`src/rtl/word_serializer_if.sv`:
```
// Bundles the parallel-word input handshake and the serial output handshake of the word serializer.
// Carries wires only, so it adds no latency.
// Flow control is valid/ready on both sides: in_valid/in_ready for words, ser_valid/ser_ready for bits.
interface word_serializer_if #(
    parameter int WIDTH = 16
);
    logic [WIDTH-1:0] in_data;
    logic             in_valid;
    logic             in_ready;
    logic             ser_out;
    logic             ser_valid;
    logic             ser_last;
    logic             ser_ready;

    // Producer/consumer side: drives words in and accepts bits out.
    modport master (
        output in_data, in_valid, ser_ready,
        input  in_ready, ser_out, ser_valid, ser_last
    );

    // Serializer side.
    modport slave (
        input  in_data, in_valid, ser_ready,
        output in_ready, ser_out, ser_valid, ser_last
    );
endinterface

```
`src/rtl/word_serializer.sv`:
```
// Parallel-in, serial-out word reader with a shifter plus a one-word holding register.
// Latency: a word accepted into an idle block presents its first bit in the cycle after acceptance.
// Backpressure: ser_ready=0 freezes the shifter; in_ready drops only while the holding register is full.
module word_serializer #(
    parameter int WIDTH     = 16,
    parameter bit MSB_FIRST = 1'b1
) (
    input  logic                 clk,
    input  logic                 reset,
    word_serializer_if.slave     bus,
    output logic                 busy
);
    localparam int              CW       = (WIDTH > 1) ? $clog2(WIDTH) : 1;
    localparam logic [CW-1:0]   LAST_CNT = CW'(WIDTH - 1);

    typedef enum logic {
        IDLE  = 1'b0,
        SHIFT = 1'b1
    } state_t;

    state_t           state_q, state_d;
    logic [WIDTH-1:0] shift_reg_q, shift_reg_d;
    logic [WIDTH-1:0] hold_reg_q, hold_reg_d;
    logic [CW-1:0]    bit_cnt_q, bit_cnt_d;
    logic             hold_full_q, hold_full_d;

    logic             shift_full;
    logic             in_rdy;
    logic             last_bit;
    logic             acc;
    logic             adv;
    logic             fin;

    // State register: synchronous active-low reset discards any word in flight.
    always_ff @(posedge clk) begin
        if (!reset) begin
            state_q     <= IDLE;
            shift_reg_q <= '0;
            hold_reg_q  <= '0;
            bit_cnt_q   <= '0;
            hold_full_q <= 1'b0;
        end else begin
            state_q     <= state_d;
            shift_reg_q <= shift_reg_d;
            hold_reg_q  <= hold_reg_d;
            bit_cnt_q   <= bit_cnt_d;
            hold_full_q <= hold_full_d;
        end
    end

    // Output decode and handshake events; everything here is a function of current state.
    always_comb begin
        shift_full    = (state_q == SHIFT);
        in_rdy        = reset & ~hold_full_q;
        last_bit      = shift_full & (bit_cnt_q == LAST_CNT);
        acc           = bus.in_valid & in_rdy;
        adv           = shift_full & bus.ser_ready;
        fin           = adv & last_bit;
        bus.in_ready  = in_rdy;
        bus.ser_valid = shift_full;
        bus.ser_last  = last_bit;
        bus.ser_out   = shift_full & (MSB_FIRST ? shift_reg_q[WIDTH-1] : shift_reg_q[0]);
        busy          = shift_full | hold_full_q;
    end

    // Next state: finishing a word refills from the holding register first, then from the input.
    always_comb begin
        state_d     = state_q;
        shift_reg_d = shift_reg_q;
        hold_reg_d  = hold_reg_q;
        bit_cnt_d   = bit_cnt_q;
        hold_full_d = hold_full_q;

        if (fin) begin
            bit_cnt_d = '0;
            if (hold_full_q) begin
                shift_reg_d = hold_reg_q;
                hold_full_d = 1'b0;
            end else if (acc) begin
                shift_reg_d = bus.in_data;
            end else begin
                state_d = IDLE;
            end
        end else if (adv) begin
            if (MSB_FIRST) begin
                shift_reg_d = {shift_reg_q[WIDTH-2:0], 1'b0};
            end else begin
                shift_reg_d = {1'b0, shift_reg_q[WIDTH-1:1]};
            end
            bit_cnt_d = bit_cnt_q + CW'(1);
        end else if (!shift_full && acc) begin
            // Bypass: an idle shifter takes the word directly.
            shift_reg_d = bus.in_data;
            bit_cnt_d   = '0;
            state_d     = SHIFT;
        end

        // A word accepted while the shifter stays busy parks in the holding register.
        if (acc && shift_full && !fin) begin
            hold_reg_d  = bus.in_data;
            hold_full_d = 1'b1;
        end
    end
endmodule

```
`src/flat_wrapper.sv`:
```
// flat-port wrapper written by rule: the top's interface ports become plain ports
module word_serializer_flat 
#(
    parameter int WIDTH     = 16,
    parameter bit MSB_FIRST = 1'b1
)
  (clk, reset, busy, bus_in_data, bus_in_valid, bus_ser_ready, bus_in_ready, bus_ser_out, bus_ser_valid, bus_ser_last);
  word_serializer_if #(.WIDTH(WIDTH)) bus_i ();
  input  logic clk;
  input  logic reset;
  output logic busy;
  input wire logic [$bits(bus_i.in_data)-1:0] bus_in_data;
  input wire logic [$bits(bus_i.in_valid)-1:0] bus_in_valid;
  input wire logic [$bits(bus_i.ser_ready)-1:0] bus_ser_ready;
  output wire logic [$bits(bus_i.in_ready)-1:0] bus_in_ready;
  output wire logic [$bits(bus_i.ser_out)-1:0] bus_ser_out;
  output wire logic [$bits(bus_i.ser_valid)-1:0] bus_ser_valid;
  output wire logic [$bits(bus_i.ser_last)-1:0] bus_ser_last;
  assign bus_i.in_data = bus_in_data;
  assign bus_i.in_valid = bus_in_valid;
  assign bus_i.ser_ready = bus_ser_ready;
  assign bus_in_ready = bus_i.in_ready;
  assign bus_ser_out = bus_i.ser_out;
  assign bus_ser_valid = bus_i.ser_valid;
  assign bus_ser_last = bus_i.ser_last;
  word_serializer #(.WIDTH(WIDTH), .MSB_FIRST(MSB_FIRST)) u_core (.clk(clk), .reset(reset), .bus(bus_i), .busy(busy));
endmodule
```
`config.mk`:
```
export PLATFORM = sky130hd
export DESIGN_NAME = word_serializer_flat
export DESIGN_NICKNAME = d
export VERILOG_FILES = /design/src/rtl/word_serializer_if.sv /design/src/rtl/word_serializer.sv /design/src/flat_wrapper.sv
export SDC_FILE = /design/constraint.sdc
export NUM_CORES = 1
export LEC_CHECK = 0
export ABC_AREA = 0
export ABC_CLOCK_PERIOD_IN_PS = 1900
export CAP_MARGIN = 15
export CORE_UTILIZATION = 61
export CTS_CLUSTER_SIZE = 16
export DETAILED_ROUTE_END_ITERATION = 6
export DONT_BUFFER_PORTS = 1
export PLACE_DENSITY = 0.89
export REMOVE_ABC_BUFFERS = 1
export SLEW_MARGIN = 40
export SYNTH_ARGS = -nofsm -noshare
export SYNTH_HDL_FRONTEND = slang
export SYNTH_SLANG_ARGS = --single-unit
```
`constraint.sdc`:
```
create_clock -name clk -period 1.9 [get_ports clk]
set_input_delay 0.19 -clock clk [delete_from_list [all_inputs] [get_ports clk]]
set_output_delay 0.19 -clock clk [all_outputs]
set_load 0.01 [all_outputs]
```
==> results.yml <==
run_status:
  outcome: "finished clean"
clocking:
  cts_tree: "built"
  ctsHtreeMaxLevel: 2
  root_buffer: "clkbuf_4"
  clk_latency_ns: 0.35
  numCtsBuffers: 5
  post-cts-setup-buffers: 0
  clk_path_buf_depth: 2
  numClockSinks: 38
  clk_pin_slew_worst_paths_ns: 0.11
sta:
  worst_pin_slew_ns: 0.635
  layout_min_cycle_time_ns: 1.73
  setup_viol: 0
  setup_tns_ns: 0
  finClkSkew_ns: 0.00638
  slew_headroom_pct: 57.5
  final_hold_viol_count: 0
  fin_crit_sh_pct: 90.9
  max_freq_mhz: 579
  slew_viol_final: 0
  rsz0062_at_grt: "no"
worst_setup_path:
  path_buf_inv: 2
  cp_common_cell: "buf_4"
  worstSetupPathDepth: 7
  cp_data_required_time_ns: 2.14
  crit_type: "reg2reg"
  endpoint_kind: "flip-flop"
  slowest_stage: "dfxtp_1"
  r2r_setup_slack_ns: 0.17
  reg2reg_depth: 7
  max_stage_delay_ns: 0.40
  cp_cell_sequence: "ha_1 > buf_4 > nand3_4 > nor3_1 > nand3b_1 > buf_4 > o22ai_1"
  critPathArrivalTime_ns: 1.97
  cp-start-kind: "flip-flop"
  timing.rr.start: "u_core.bit_cnt_q[0]$_SDFFE_PP0P_"
  cp_top_family: "simple AND/OR/NAND/NOR gates"
  r2r_end: "u_core.shift_reg_q[13]$_SDFFE_PN0P_"
  crit_fanout: 14
detailed_routing:
  drtIter0Drc: 71
  drcViolationCount: 0
  vias_per_cell: 6.56
  routed_wl_um: 4170
  antenna_left: 0
  drtPass1Iterations: 6
  wl_per_cell_um: 17.9
  via_count: 1528
yosys:
  seq_area_frac_synth_pct: 42.9
  synthCells: 191
  synth_seq_cells: 38
  synth.distinct_cells: 32
  synth_area_per_cell_um2: 9.28
  syn_area_mm2: 0.00177
  yosysWarningCount: 0
cells_and_area:
  n_antenna_cell: 0
  nNetsFinal: 223
  drive_gt1_share_pct: 10.9
  area_growth_pct: 11.3
  post-route-util_pct: 71.6
  fin_cells: 233
min_path:
  whs_endpoint: "u_core.hold_reg_q[8]$_SDFFE_PN0P_"
  min_path_cells: 2
  min_from: "bus_in_data[8]"
  hold_class: "in2reg"
floorplan:
  dieArea_mm2: 0.00313
  die_x_um: 55.9
  io_pins: 25
  num_rows: 19
  initial_core_util_pct: 64.3
  core_area_mm2: 0.00276
  die_y_um: 55.9
placement:
  gp_congestion: 0.849
  place_inst: 220
  dp_hpwl_um: 2560
  io_buffers: 0
power:
  ir_worst_vdd_mv: 0.773
  power_leakage_nw: 0.848
  power_density_mw_per_mm2: 834
grt:
  grt_pass1_vias: 1557
  grt_pass1_wl_um: 6690
  antenna_found_initial: 0
  overflow: 0
  grt_max_degree: 24
  gr-usage-all-layers_pct: 27.4
flow_run:
  drv_cap: 0
[routing by layer]
metal,global-route usage [%],wire length [um]
met3,10.2,337
met1,29.0,1680
met2,48.7,2070
met5,0,0
met4,11.5,75
[power breakdown]
part | internal [mW] | switching (mW)
Sequential | 0.839 | 0.0173
Combinational | 0.0986 | 0.117
Clock | 0.306 | 0.268
[stage by stage]
| step | setup slack [ns] | hold WS (ns) | total power, mW | instance area, um2 |
|---|---|---|---|---|
| floorplan | 0.0848 | 0.318 | 1.02 | 1700 |
| global placement | 0.108 | 0.323 | 1.06 | 1830 |
| detailed placement | 0.275 | 0.328 | 1.07 | 1830 |
| CTS | 0.227 | 0.00259 | 1.63 | 1930 |
| global route | 0.0547 | 0.0115 | 1.70 | 1970 |
| finish | 0.173 | 0.00554 | 1.65 | 1970 |
[state kept, by name, summed over array words and instances (netlist names)]
name,flops
u_core.bit_cnt_q,4
u_core.hold_reg_q,16
u_core.bus.ser_valid,1
u_core.hold_full_q,1
u_core.shift_reg_q,16
[cells in the final DEF, fill, tap and decap left out, types with 4 or more instances in the layout]
cell type | netlist | final
dlygate4sd3_1 | 0 | 6
a2bb2oi_1 | 12 | 12
clkbuf_4 | 0 | 5
dfxtp_1 | 38 | 38
nand2_1 | 5 | 5
inv_1 | 16 | 16
buf_4 | 1 | 9
nor2_1 | 9 | 8
o21ai_0 | 7 | 7
o22ai_1 | 28 | 28
a31oi_1 | 4 | 4
mux2i_1 | 16 | 16
nor2b_1 | 19 | 19
[kinds of logic after synthesis]
family	after synthesis	share of synthesized area (%)
multiplexers	16	9.03
buffers and inverters	28	7.34
AO/OA/AOI/OAI	61	24.4
flip-flops	38	42.9
adder cells (fa/ha/maj)	1	0.706
AND/OR/NAND/NOR	47	15.6
[repair_timing]
action,4_1_cts,5_1_grt
endpoints found under the hold margin,22,4
hold buffers,2,4
resized for setup,0,0
[synthesized netlist by cell type (all sizes together)]
cell type | instances | area share (%)
o2111ai | 1 | 1.5
and4b | 1 | 0.56
ha | 1 | 0.71
mux2i | 16 | 9.0
and2 | 1 | 0.35
nand3 | 3 | 1.6
buf | 6 | 2.7
clkbuf | 6 | 1.3
a21boi | 1 | 0.42
nor2b | 19 | 6.7
a21oi | 2 | 0.56
o22a | 2 | 0.99
a31oi | 4 | 1.4
a211oi | 1 | 0.42
nor2 | 9 | 1.9
o22ai | 28 | 9.9
or2 | 1 | 0.35
nand4 | 2 | 0.71
o21ai | 8 | 2.5
a2bb2oi | 12 | 5.9
and3 | 1 | 0.35
nand2 | 5 | 1.1
nand3b | 2 | 0.85
nand4bb | 1 | 0.64
dfxtp | 38 | 43
nor3 | 2 | 0.56
inv | 16 | 3.4
a22oi | 2 | 0.85
[layout make-up]
cell class	instances	area, um2
timing repair buffer	16	148
inverter	16	60.1
clock inverter	1	30.0
fill	215	785
sequential	38	761
clock buffer	6	51.3
multi-input combinational	125	885
tap	31	38.8
[worst max path at each step]
stage | start | slack, ns | endpoint
floorplan | u_core.bus.ser_valid$_SDFFE_PN0P_ | 0.08 | u_core.shift_reg_q[13]$_SDFFE_PN0P_
global placement | u_core.bit_cnt_q[0]$_SDFFE_PP0P_ | 0.11 | u_core.shift_reg_q[13]$_SDFFE_PN0P_
detailed placement | u_core.bit_cnt_q[0]$_SDFFE_PP0P_ | 0.27 | u_core.hold_reg_q[11]$_SDFFE_PN0P_
CTS | u_core.bit_cnt_q[0]$_SDFFE_PP0P_ | 0.23 | u_core.shift_reg_q[13]$_SDFFE_PN0P_
global route | u_core.bit_cnt_q[0]$_SDFFE_PP0P_ | 0.05 | u_core.shift_reg_q[13]$_SDFFE_PN0P_
finish | u_core.bit_cnt_q[0]$_SDFFE_PP0P_ | 0.17 | u_core.shift_reg_q[13]$_SDFFE_PN0P_
No activity file was read; power rests on OpenSTA's default activity.
